File: src/rtl/uart_tx_mmio.sv
// Memory-mapped 8N1 UART transmitter with a byte FIFO.
// Stores to TXDATA enqueue bytes. STATUS reports line and FIFO state, and a store
// to STATUS with bit 3 set clears the sticky overflow flag.
//
//   state | meaning
//   ------+------------------------------------------------------------
//   IDLE  | line high; pops the FIFO head on the first non-empty cycle
//   START | start bit (tx=0) for CLKS_PER_BIT cycles
//   DATA  | 8 data bits, LSB first, CLKS_PER_BIT cycles each
//   STOP  | stop bit (tx=1) for CLKS_PER_BIT cycles
module uart_tx_mmio #(
   parameter int CLKS_PER_BIT = 434,
   parameter int FIFO_DEPTH   = 8,
   parameter int PTR_W        = 3
) (
   input  logic        clk,
   input  logic        reset,
   input  logic        sel,
   input  logic        WE,
   input  logic [2:0]  ADDR,
   input  logic [31:0] WD,
   output logic [31:0] RD,
   output logic        tx,
   output logic        irq_empty
);

   typedef enum logic [1:0] {IDLE, START, DATA, STOP} state_t;

   localparam logic [PTR_W:0] DEPTH_C   = FIFO_DEPTH[PTR_W:0];
   localparam logic [15:0]    BAUD_LAST = CLKS_PER_BIT[15:0] - 16'd1;

   state_t           state;
   logic [7:0]       fifo_mem [FIFO_DEPTH];
   logic [PTR_W-1:0] wr_ptr;
   logic [PTR_W-1:0] rd_ptr;
   logic [PTR_W:0]   count;
   logic             overflow;
   logic [15:0]      baud_cnt;
   logic [2:0]       bit_idx;
   logic [7:0]       shift_reg;

   logic fifo_full;
   logic fifo_empty;
   logic pop;
   logic push;
   logic wr_txdata;
   logic wr_status;
   logic baud_done;
   logic unused_wd;

   assign fifo_full  = (count == DEPTH_C);
   assign fifo_empty = (count == '0);
   assign pop        = (state == IDLE) && !fifo_empty;
   assign wr_txdata  = sel && WE && (ADDR == 3'h0);
   assign wr_status  = sel && WE && (ADDR == 3'h4);
   // A full FIFO still takes the byte when the head leaves in the same cycle.
   assign push       = wr_txdata && (!fifo_full || pop);
   assign baud_done  = (baud_cnt == BAUD_LAST);
   assign unused_wd  = ^WD[31:8];

   // FIFO storage; contents need no reset since count gates every read.
   always_ff @(posedge clk) begin
      if (push) fifo_mem[wr_ptr] <= WD[7:0];
   end

   // FIFO pointers, occupancy and sticky overflow flag.
   always_ff @(posedge clk or negedge reset) begin
      if (!reset) begin
         wr_ptr   <= '0;
         rd_ptr   <= '0;
         count    <= '0;
         overflow <= 1'b0;
      end else begin
         if (push) wr_ptr <= wr_ptr + 1'b1;
         if (pop)  rd_ptr <= rd_ptr + 1'b1;
         if (push && !pop)      count <= count + 1'b1;
         else if (pop && !push) count <= count - 1'b1;
         if (wr_txdata && fifo_full && !pop) overflow <= 1'b1;
         else if (wr_status && WD[3])        overflow <= 1'b0;
      end
   end

   // Serialiser FSM; tx is registered and driven from the state transitions.
   always_ff @(posedge clk or negedge reset) begin
      if (!reset) begin
         state     <= IDLE;
         tx        <= 1'b1;
         baud_cnt  <= '0;
         bit_idx   <= '0;
         shift_reg <= '0;
      end else begin
         case (state)
            IDLE: begin
               tx <= 1'b1;
               if (pop) begin
                  shift_reg <= fifo_mem[rd_ptr];
                  baud_cnt  <= '0;
                  tx        <= 1'b0;
                  state     <= START;
               end
            end
            START: begin
               if (baud_done) begin
                  baud_cnt <= '0;
                  bit_idx  <= '0;
                  tx       <= shift_reg[0];
                  state    <= DATA;
               end else begin
                  baud_cnt <= baud_cnt + 16'd1;
               end
            end
            DATA: begin
               if (baud_done) begin
                  baud_cnt <= '0;
                  if (bit_idx == 3'd7) begin
                     tx    <= 1'b1;
                     state <= STOP;
                  end else begin
                     shift_reg <= shift_reg >> 1;
                     tx        <= shift_reg[1];
                     bit_idx   <= bit_idx + 3'd1;
                  end
               end else begin
                  baud_cnt <= baud_cnt + 16'd1;
               end
            end
            STOP: begin
               if (baud_done) begin
                  baud_cnt <= '0;
                  state    <= IDLE;
               end else begin
                  baud_cnt <= baud_cnt + 16'd1;
               end
            end
            default: begin
               tx    <= 1'b1;
               state <= IDLE;
            end
         endcase
      end
   end

   // Empty interrupt, one edge behind the FIFO and FSM state.
   always_ff @(posedge clk or negedge reset) begin
      if (!reset) irq_empty <= 1'b1;
      else        irq_empty <= fifo_empty && (state == IDLE);
   end

   // Read mux: only STATUS returns data, everything else reads as zero.
   always_comb begin
      RD = '0;
      if (sel && (ADDR == 3'h4)) begin
         RD[0]             = (state != IDLE);
         RD[1]             = fifo_full;
         RD[2]             = fifo_empty;
         RD[3]             = overflow;
         RD[8 +: PTR_W+1]  = count;
      end
   end

endmodule

File: config.mk
export PLATFORM = sky130hd
export DESIGN_NAME = uart_tx_mmio
export DESIGN_NICKNAME = d
export VERILOG_FILES = /design/src/rtl/uart_tx_mmio.sv
export SDC_FILE = /design/constraint.sdc
export NUM_CORES = 1
export LEC_CHECK = 0
export BUFFER_PORTS_ARGS = -buffer_cell sky130_fd_sc_hd__clkbuf_2
export CELL_PAD_IN_SITES_DETAIL_PLACEMENT = 1
export CELL_PAD_IN_SITES_GLOBAL_PLACEMENT = 1
export CORE_ASPECT_RATIO = 1.25
export CORE_MARGIN = 2
export CORE_UTILIZATION = 42
export DETAILED_ROUTE_END_ITERATION = 8
export MAX_ROUTING_LAYER = met4
export PLACE_DENSITY = 0.79
export SETUP_SLACK_MARGIN = 0.15
export SYNTH_ARGS = -nofsm -noshare
export SYNTH_HDL_FRONTEND = slang
export SYNTH_SLANG_ARGS = --single-unit
File: constraint.sdc
create_clock -name clk -period 2.9 [get_ports clk]
set_input_delay 0.145 -clock clk [delete_from_list [all_inputs] [get_ports clk]]
set_output_delay 0.145 -clock clk [all_outputs]
set_load 0.01 [all_outputs]
==> results of run 1 <==
## where the power goes
group          internal (mW)  total (mW)  switching, mW
combinational          0.874        1.73          0.857
sequential              1.80        2.08          0.278
clock                  0.605        1.19          0.588
## final timing paths
| path | endpoint | slack, ns | startpoint | cells past startpoint |
|---|---|---|---|---|
| max in group asynchronous | bit_idx[2]$_DFFE_PN0P_ | 2.25 | reset | 1 |
| min reg2reg | overflow$_DFFE_PN0P_ | 0.53 | overflow$_DFFE_PN0P_ | 2 |
| max reg2reg | count[3]$_DFFE_PN0P_ | 0.29 | state[0]$_DFFE_PN0P_ | 13 |
| min in group clk | overflow$_DFFE_PN0P_ | 0.02 | ADDR[2] | 2 |
| min | baud_cnt[6]$_DFFE_PN0P_ | -0.006 | reset | 1 |
| max | count[3]$_DFFE_PN0P_ | 0.29 | state[0]$_DFFE_PN0P_ | 13 |
## stage by stage
stage / instance area (sq um) / cells / hold WS (ns)
final: 5780 / 589 / -0.00570
after global routing: 5780 / 589 / 0.0439
after CTS: 5740 / 585 / 0.0194
after detailed placement: 5410 / 566 / 0.394
after global placement: 5410 / 566 / 0.380
after floorplan: 5270 / 405 / -0.151
## cell type report
| type | instances | share of cell area [%] |
|---|---|---|
| clock inverters | 7 | 1.19 |
| repair buffers | 46 | 4.94 |
| well taps | 164 | 3.55 |
| inverters | 16 | 1.17 |
| flip-flops and latches | 106 | 51.5 |
| multi-input cells | 241 | 33.8 |
| clock buffers | 9 | 3.90 |
## placed cells by master (no fill, tap or decap), types with 3 or more instances in the layout
cell type / instances
sky130_fd_sc_hd__clkbuf_2: 24
sky130_fd_sc_hd__a21oi_1: 6
sky130_fd_sc_hd__mux2i_1: 4
sky130_fd_sc_hd__buf_4: 22
sky130_fd_sc_hd__a31oi_1: 9
sky130_fd_sc_hd__xnor2_1: 6
sky130_fd_sc_hd__inv_1: 10
sky130_fd_sc_hd__dfrtp_1: 40
sky130_fd_sc_hd__or2_2: 3
sky130_fd_sc_hd__mux4_2: 16
sky130_fd_sc_hd__nor2_1: 10
sky130_fd_sc_hd__inv_2: 4
sky130_fd_sc_hd__and3_1: 3
sky130_fd_sc_hd__o221a_2: 6
sky130_fd_sc_hd__o21ai_0: 13
sky130_fd_sc_hd__nand2b_1: 4
sky130_fd_sc_hd__and2_1: 6
sky130_fd_sc_hd__mux2_2: 6
sky130_fd_sc_hd__edfxtp_1: 64
sky130_fd_sc_hd__nand4_1: 3
sky130_fd_sc_hd__nor3_1: 6
sky130_fd_sc_hd__o22a_1: 6
sky130_fd_sc_hd__o22ai_1: 4
sky130_fd_sc_hd__ha_1: 12
sky130_fd_sc_hd__nor4bb_1: 3
sky130_fd_sc_hd__nor4_1: 8
sky130_fd_sc_hd__a22o_1: 4
sky130_fd_sc_hd__clkbuf_16: 9
sky130_fd_sc_hd__nand3_1: 7
sky130_fd_sc_hd__nand2_1: 24
sky130_fd_sc_hd__conb_1: 24
## worst max-delay path, cell delays in order (launching register included)
cell and delay [ns]:
sky130_fd_sc_hd__dfrtp_1 0.41, sky130_fd_sc_hd__inv_2 0.09, sky130_fd_sc_hd__ha_2 0.19, sky130_fd_sc_hd__inv_2 0.04, sky130_fd_sc_hd__and3_1 0.17, sky130_fd_sc_hd__or3_4 0.36, sky130_fd_sc_hd__inv_4 0.07, sky130_fd_sc_hd__ha_2 0.17
sky130_fd_sc_hd__inv_2 0.06, sky130_fd_sc_hd__ha_1 0.28, sky130_fd_sc_hd__a21o_1 0.17, sky130_fd_sc_hd__a21oi_2 0.14, sky130_fd_sc_hd__mux2i_1 0.24, sky130_fd_sc_hd__xnor2_1 0.15
## routing by layer
layer,global-route usage (%),part of all wire [%]
met1,21.0,41
met2,31.9,54
met3,3.60,3.0
met4,6.73,2.2
met5,-,0
## cells by family after synthesis
kind of cell | synth area share [%]
adders and majority gates | 3.77
xor gates and xnor gates | 1.18
and+or+nand+nor | 11.0
DFF | 57.4
buffers and inverters | 7.10
muxes | 9.03
AOI/OAI and AO/OA | 10.4
other | 0.0724
## timing repair
item | 4_1_cts | 5_1_grt
gates cloned | 0 | 0
gates resized for setup | 4 | 4
pin swaps | 1 | 0
setup endpoints to repair | 1 | 1
buffers inserted | 3 | 4
==> flow_summary.json, run 1 <==
{
  "pre_cts_slack_ns": 0.0291,
  "drt_first_pass_iters": 4,
  "synth_warnings": 0,
  "worstHoldPathType": "input port to async pin",
  "root_buffer": "sky130_fd_sc_hd__clkbuf_16",
  "min_period_over_period_pct": 89.9,
  "antenna_found_initial": 0,
  "post-synth-top-count-cell": "sky130_fd_sc_hd__edfxtp_1",
  "synth-edff-count": 64,
  "fin_total_pwr_mw": 5.01,
  "postCtsHoldBufs": 0,
  "tritoncts": "yes",
  "synth.ff_latch_count": 106,
  "globalplace.congestion": 0.820,
  "setup-violations-final": 0,
  "number_of_inserted_filler_cells_in_the_final_layout": 1251,
  "overall_via_count_from_detail_route": 3227,
  "post-route-min-period_ns": 2.61,
  "final_net_count": 474,
  "finalHoldViolations": 23,
  "synth-seq-area-share_pct": 57.4,
  "power_density_nw_per_um2": 866,
  "synthesis.area_per_instance_sq_um": 13.6,
  "static-leakage-power_nw": 2.19,
  "dpl_wire_length_um": 7500,
  "slew-limit-headroom_pct": 26.7,
  "cts.clk_slew.worst_paths_ns": 0.07,
  "clk_latency_ns": 0.35,
  "clock_tree.htree_level_count": 3,
  "final_core_utilization_pct": 47.7,
  "drtAntennaViolNets": 0,
  "maxSlewViolCount": 0,
  "placementRows": 45,
  "antenna-diode-count": 0,
  "layout-area-overhead-vs-synth_pct": 11.5,
  "die_area_sq_um": 13200,
  "die-width_um": 103,
  "ys.flop_type": "sky130_fd_sc_hd__edfxtp_1",
  "grt_pass1_wl_um": 17900,
  "routed_wl_um": 10900,
  "netlist_area_sq_um": 5180,
  "grt_start_max_net_pins": 43,
  "drc_errors": 0,
  "layout.area.seq_sq_um": 2980,
  "port_buffers": 24,
  "multiInputGateArea_sq_um": 1950,
  "post_synth_inst_count": 382,
  "finalWorstSetupSlack_ns": 0.293,
  "flip_flop_count_of_the_largest_register_after_layout": 64,
  "drive_above_1_share_pct": 27.1,
  "number_of_cts_inserted_buffers": 9,
  "ir_drop_uv": 463,
  "avgRoutedWirePerCell_um": 18.5,
  "synth_area_leaders": "sky130_fd_sc_hd__edfxtp_1 37%, sky130_fd_sc_hd__dfrtp_1 19%, sky130_fd_sc_hd__mux4_2 7.0%, sky130_fd_sc_hd__buf_4 3.8%, sky130_fd_sc_hd__ha_1 3.4%",
  "synth_top_area_share_pct": 37.1,
  "fin_skew_ns": 0.00565,
  "remaining_overflow_grt": 0,
  "worstPathMaxFanout": 4,
  "grt_setup_unrepaired": "false",
  "core_sq_um": 12100,
  "clock_sink_count": 106,
  "timing.fmax_mhz": 384,
  "max_cap_viol_count": 0,
  "drt_first_iter_violations": 142,
  "cp-end-kind": "register",
  "groute.usage.overall_pct": 18.4,
  "drt-vias-per-instance": 5.48,
  "die_h_um": 128,
  "cp_data_required_time_ns": 3.17,
  "worstMarginPinSlew_ns": 1.10,
  "timing_worst_setup_path_type": "register to register",
  "via_count_of_the_first_global_routing_pass": 3464,
  "synth_top_area_cell": "sky130_fd_sc_hd__edfxtp_1",
  "arrival_ns": 2.88,
  "timing.setup.tns_ns": 0,
  "start_util_pct": 42.8,
  "netlist_top_cells_count": "64 x sky130_fd_sc_hd__edfxtp_1, 40 x sky130_fd_sc_hd__dfrtp_1, 26 x sky130_fd_sc_hd__buf_4, 24 x sky130_fd_sc_hd__nand2_1, 16 x sky130_fd_sc_hd__mux4_2",
  "failed_checks": "negative hold slack",
  "synthArstFlopShare_pct": 39.6,
  "cts.path.max_buffers": 2,
  "timing.hold.ws_ns": -0.00570,
  "synth_cell_types": 68,
  "start_kind": "register",
  "run_status": "complete, but fails checks",
  "io_pins": 73
}
Power figures use the tool's default switching activity.
==> inputs of run 2 (changes only) <==
--- a/config.mk
+++ b/config.mk
@@ -14,6 +14,7 @@
 export DETAILED_ROUTE_END_ITERATION = 8
 export MAX_ROUTING_LAYER = met4
 export PLACE_DENSITY = 0.79
+export REMOVE_ABC_BUFFERS = 1
 export SETUP_SLACK_MARGIN = 0.15
 export SYNTH_ARGS = -nofsm -noshare
 export SYNTH_HDL_FRONTEND = slang
==> run 2 against run 1 <==
The run still ends with negative hold slack left. Highest routed layer unchanged. Worst setup slack worse by 0.054 ns. Register-to-register slack worse by 0.05 ns. Core utilization is 0.14 points lower. Combinational power hardly changed. Critical path type unchanged. Wire length is 1.8% higher. Largest cell class unchanged. Maximum frequency is 2.0% lower. Global-route usage hardly changed.
==> flow_summary.json, run 2 (synthesis results as in run 1) <==
{
  "worstHoldPathType": "input port to async pin",
  "failed_checks": "negative hold slack",
  "groute.usage.overall_pct": 18.5,
  "via_count_of_the_first_global_routing_pass": 3400,
  "placedCellCount": 569,
  "timing.hold.ws_ns": -0.00890,
  "min_period_over_period_pct": 91.7,
  "start_kind": "register",
  "arrival_ns": 2.94,
  "swShare_pct": 34.5,
  "timing.setup.tns_ns": 0,
  "drtAntennaViolNets": 0,
  "die_area_sq_um": 13200,
  "antenna-diode-count": 0,
  "placementRows": 45,
  "io_pins": 73,
  "drt_first_iter_violations": 159,
  "ir_drop_uv": 417,
  "power.sequential.fraction_pct": 41.1,
  "final_cell_count_no_fill": 588,
  "clock_tree.htree_level_count": 3,
  "worstPathMaxFanout": 5,
  "finalHoldViolations": 10,
  "drt_first_pass_iters": 4,
  "tritoncts": "yes",
  "avgRoutedWirePerCell_um": 18.8,
  "root_buffer": "sky130_fd_sc_hd__clkbuf_16",
  "slew-limit-headroom_pct": 25.6,
  "timing.fmax_mhz": 376,
  "die_h_um": 128,
  "clk_latency_ns": 0.35,
  "flip_flop_count_of_the_largest_register_after_layout": 64,
  "antenna_found_initial": 0,
  "fin_total_pwr_mw": 5.01,
  "number_of_cts_inserted_buffers": 9,
  "grt_setup_unrepaired": "false",
  "dpl_wire_length_um": 7640,
  "worstMarginPinSlew_ns": 1.12,
  "routed_wl_um": 11100,
  "post-route-min-period_ns": 2.66,
  "timing_worst_setup_path_type": "register to register",
  "remaining_overflow_grt": 0,
  "cts.path.max_buffers": 2,
  "drc_errors": 0,
  "port_buffers": 24,
  "cts.clk_slew.worst_paths_ns": 0.08,
  "globalplace.congestion": 0.833,
  "grt_pass1_wl_um": 17800,
  "final_net_count": 473,
  "run_status": "complete, but fails checks",
  "share_clk_of_total_power_pct": 23.9,
  "mostFrequentLayoutCell": "sky130_fd_sc_hd__edfxtp_1",
  "combinationalPowerShare_pct": 35.1,
  "postCtsHoldBufs": 0,
  "overall_via_count_from_detail_route": 3269,
  "cp-end-kind": "register",
  "core_sq_um": 12100,
  "layout_common_cells": "64 x sky130_fd_sc_hd__edfxtp_1, 40 x sky130_fd_sc_hd__dfrtp_1, 24 x sky130_fd_sc_hd__nand2_1, 24 x sky130_fd_sc_hd__conb_1, 24 x sky130_fd_sc_hd__clkbuf_2",
  "p_switching_mw": 1.73,
  "drive_above_1_share_pct": 26.4,
  "fin_skew_ns": 0.00842,
  "maxSlewViolCount": 0,
  "power_density_nw_per_um2": 869,
  "cp_data_required_time_ns": 3.18,
  "clock_sink_count": 106,
  "die-width_um": 103,
  "cell_internal_pwr_mw": 3.28,
  "drt-vias-per-instance": 5.56,
  "setup-violations-final": 0,
  "grt_start_max_net_pins": 43,
  "start_util_pct": 42.8,
  "number_of_inserted_filler_cells_in_the_final_layout": 1252,
  "max_cap_viol_count": 0,
  "layout-area-overhead-vs-synth_pct": 11.2,
  "static-leakage-power_nw": 2.19
}
==> run 2: changes by cell type in the layout (fill, tap and decap cells not counted), sizes merged <==
cell / change
buf: -1
clkinv: -1
inv: +1
==> run 2: through the flow <==
step	hold slack, ns	cell area [sq um]	setup slack (ns)	utilization (%)
after floorplan	-0.151	4960	0.0261	-
after global placement	0.374	5420	0.134	44.8
after detailed placement	0.386	5420	0.0357	44.8
after CTS	0.0200	5740	0.175	47.5
after global routing	0.0425	5760	0.116	47.6
final	-0.00890	5760	0.239	47.6
==> run 2: worst paths after layout <==
kind | from | end | slack [ns] | depth (start not counted)
max in group asynchronous | reset | wr_ptr[1]$_DFFE_PN0P_ | 2.21 | 1
max | state[0]$_DFFE_PN0P_ | count[3]$_DFFE_PN0P_ | 0.24 | 13
min | reset | baud_cnt[6]$_DFFE_PN0P_ | -0.009 | 1
min in group clk | ADDR[2] | overflow$_DFFE_PN0P_ | 0.03 | 2
max reg2reg | state[0]$_DFFE_PN0P_ | count[3]$_DFFE_PN0P_ | 0.24 | 13
min reg2reg | overflow$_DFFE_PN0P_ | overflow$_DFFE_PN0P_ | 0.52 | 2
==> run 2: repair_timing <==
action / CTS / global route
pin swaps: 0 / 0
setup buffers: 2 / 1
gates resized for setup: 5 / 4
endpoints found under the setup margin: 1 / 1
==> run 2: critical path, stage by stage (launching register included) <==
cell and delay (ns):
sky130_fd_sc_hd__dfrtp_1 0.40, sky130_fd_sc_hd__inv_2 0.07, sky130_fd_sc_hd__ha_2 0.17, sky130_fd_sc_hd__inv_1 0.06, sky130_fd_sc_hd__and3_1 0.19, sky130_fd_sc_hd__or3_4 0.40
sky130_fd_sc_hd__inv_2 0.08, sky130_fd_sc_hd__ha_2 0.19, sky130_fd_sc_hd__inv_2 0.07, sky130_fd_sc_hd__ha_1 0.26, sky130_fd_sc_hd__a21o_1 0.17, sky130_fd_sc_hd__a21oi_2 0.15
sky130_fd_sc_hd__mux2i_1 0.24, sky130_fd_sc_hd__xnor2_1 0.14
==> run 2: cell type report <==
class	count	area (sq um)	area share (%)
Clock buffer	9	225	3.91
Clock inverter	7	67.6	1.17
Inverter	16	65.1	1.13
Multi-Input combinational cell	241	1940	33.8
Sequential cell	106	2980	51.7
Tap cell	164	205	3.56
Timing Repair Buffer	45	278	4.82
==> run 2: per-layer routing <==
metal	up-vias	track usage [%]	part of all wire, %
met4	0	8.59	2.7
met3	30	2.78	2.9
met2	67	31.4	54
li1	1488	-	-
met5	-	-	0
met1	1684	21.3	40
==> run 2: power by group through the flow <==
stage	clock network [mW]	registers, mW	logic (mW)
finish	1.20	2.06	1.76
global route	1.27	2.10	1.93
CTS	1.22	2.06	1.74
detailed placement	0	2.09	1.69
global placement	0	2.07	1.60
floorplan	0	2.08	1.16
==> inputs of run 3 (changes only) <==
--- a/config.mk
+++ b/config.mk
@@ -9,7 +9,7 @@
 export CELL_PAD_IN_SITES_DETAIL_PLACEMENT = 1
 export CELL_PAD_IN_SITES_GLOBAL_PLACEMENT = 1
 export CORE_ASPECT_RATIO = 1.25
-export CORE_MARGIN = 2
+export CORE_MARGIN = 4
 export CORE_UTILIZATION = 42
 export DETAILED_ROUTE_END_ITERATION = 8
 export MAX_ROUTING_LAYER = met4
==> run 3 against run 2 <==
Register-to-register slack better by 0.03 ns. Flip-flop and latch count stayed put. Critical endpoint unchanged. The flow still finishes with violations (negative hold slack). Clock skew is 0.00066 ns higher. Highest routed layer unchanged. Clock power hardly changed. Critical path depth stayed put.
==> flow_summary.json, run 3 (synthesis results as in run 1) <==
{
  "groute.usage.overall_pct": 17.3,
  "clk_latency_ns": 0.35,
  "static-leakage-power_nw": 2.20,
  "timing.fmax_mhz": 381,
  "cts.clk_slew.worst_paths_ns": 0.07,
  "post-route-min-period_ns": 2.63,
  "clock_tree.htree_level_count": 3,
  "multiInputGateArea_sq_um": 1950,
  "final_net_count": 475,
  "final_cell_count_no_fill": 590,
  "drive_above_1_share_pct": 26.5,
  "max_cap_viol_count": 0,
  "timing.hold.ws_ns": -0.0288,
  "worstMarginPinSlew_ns": 1.07,
  "core_sq_um": 12100,
  "die-width_um": 107,
  "clock_sink_count": 106,
  "start_kind": "register",
  "fin_total_pwr_mw": 5.07,
  "power_density_nw_per_um2": 876,
  "grt_start_max_net_pins": 43,
  "slew-limit-headroom_pct": 28.7,
  "routed_wl_um": 11300,
  "run_status": "complete, but fails checks",
  "pre_cts_slack_ns": -0.0231,
  "placedCellCount": 569,
  "finalWorstSetupSlack_ns": 0.274,
  "placementRows": 45,
  "postPlaceCellArea_sq_um": 5420,
  "globalplace.congestion": 0.800,
  "number_of_inserted_filler_cells_in_the_final_layout": 1234,
  "layout-area-overhead-vs-synth_pct": 11.8,
  "flip_flop_count_of_the_largest_register_after_layout": 64,
  "maxSlewViolCount": 0,
  "number_of_cts_inserted_buffers": 9,
  "final_cell_area_sq_um": 5790,
  "worstHoldPathType": "input port to async pin",
  "mostFrequentLayoutCell": "sky130_fd_sc_hd__edfxtp_1",
  "layout.area.seq_sq_um": 2980,
  "tritoncts": "yes",
  "start_util_pct": 42.8,
  "cp_data_required_time_ns": 3.17,
  "fin_skew_ns": 0.00908,
  "ir_drop_uv": 413,
  "finalHoldViolations": 40,
  "drt_first_pass_iters": 4,
  "antenna_found_initial": 0,
  "cts.path.max_buffers": 2,
  "cp-end-kind": "register",
  "setup-violations-final": 0,
  "die_area_sq_um": 14200,
  "min_period_over_period_pct": 90.5,
  "die_h_um": 132,
  "overall_via_count_from_detail_route": 3266,
  "drc_errors": 0,
  "drtAntennaViolNets": 0,
  "drt_first_iter_violations": 177,
  "grt_setup_unrepaired": "false",
  "dpl_wire_length_um": 7750,
  "failed_checks": "negative hold slack",
  "avgRoutedWirePerCell_um": 19.1,
  "worstPathMaxFanout": 5,
  "timing.setup.tns_ns": 0,
  "antenna-diode-count": 0,
  "drt-vias-per-instance": 5.54,
  "layout_common_cells": "64 x sky130_fd_sc_hd__edfxtp_1, 40 x sky130_fd_sc_hd__dfrtp_1, 24 x sky130_fd_sc_hd__nand2_1, 24 x sky130_fd_sc_hd__conb_1, 24 x sky130_fd_sc_hd__clkbuf_2",
  "via_count_of_the_first_global_routing_pass": 3549,
  "timing_worst_setup_path_type": "register to register",
  "final_core_utilization_pct": 47.8,
  "root_buffer": "sky130_fd_sc_hd__clkbuf_16",
  "arrival_ns": 2.90,
  "io_pins": 73,
  "remaining_overflow_grt": 0,
  "port_buffers": 24,
  "grt_pass1_wl_um": 18600
}
run 3: changes by cell type in the layout (fill, tap and decap cells not counted), sizes merged:
cell / previous run / this run
clkinvlp: 1 / 0
dlygate4sd3: 0 / 1
buf: 21 / 22
clkinv: 2 / 3
run 3: layout make-up:
| class | instances | area share (%) |
|---|---|---|
| repair buffers | 47 | 5.10 |
| clock buffers | 9 | 3.89 |
| clock inverters | 7 | 1.19 |
| flip-flops and latches | 106 | 51.4 |
| inverters | 16 | 1.17 |
| well taps | 164 | 3.54 |
| multi-input cells | 241 | 33.7 |
run 3: path summary, 6_finish.rpt:
kind | from | endpoint | slack [ns] | depth (start not counted)
max in group asynchronous | reset | baud_cnt[10]$_DFFE_PN0P_ | 2.27 | 1
min reg2reg | overflow$_DFFE_PN0P_ | overflow$_DFFE_PN0P_ | 0.50 | 2
min in group clk | WD[2] | fifo_mem[4][2]$_DFFE_PP_ | 0.05 | 1
max | state[1]$_DFFE_PN0P_ | count[3]$_DFFE_PN0P_ | 0.27 | 13
min | reset | baud_cnt[2]$_DFFE_PN0P_ | -0.03 | 1
max reg2reg | state[1]$_DFFE_PN0P_ | count[3]$_DFFE_PN0P_ | 0.27 | 13
run 3: critical path, stage by stage (launching register included):
cell                      delay, ns
sky130_fd_sc_hd__dfrtp_1       0.40
sky130_fd_sc_hd__inv_2         0.09
sky130_fd_sc_hd__ha_2          0.19
sky130_fd_sc_hd__inv_1         0.05
sky130_fd_sc_hd__and3_1        0.19
sky130_fd_sc_hd__or3_4         0.38
sky130_fd_sc_hd__inv_4         0.09
sky130_fd_sc_hd__ha_4          0.14
sky130_fd_sc_hd__inv_2         0.06
sky130_fd_sc_hd__ha_1          0.27
sky130_fd_sc_hd__a21o_1        0.17
sky130_fd_sc_hd__a21oi_2       0.15
sky130_fd_sc_hd__mux2i_1       0.23
sky130_fd_sc_hd__xnor2_1       0.14
run 3: what timing repair did:
action / CTS / global route
setup buffers: 2 / 2
gates resized for setup: 6 / 5
setup endpoints to repair: 1 / 1
pin swaps: 0 / 2
hold buffers: 1 / 0
endpoints found under the hold margin: 1 / 0
run 3: where the power goes:
part	total (mW)	switching (mW)	internal (mW)
clock network	1.20	0.593	0.609
logic	1.80	0.920	0.884
registers	2.07	0.262	1.80
run 3: routing by layer:
layer	track usage, %	share of wire (%)	wire length [um]
met4	5.47	1.7	189
met3	3.48	2.7	302
met2	30.7	56	6310
met5	-	0	0
met1	19.6	40	4480
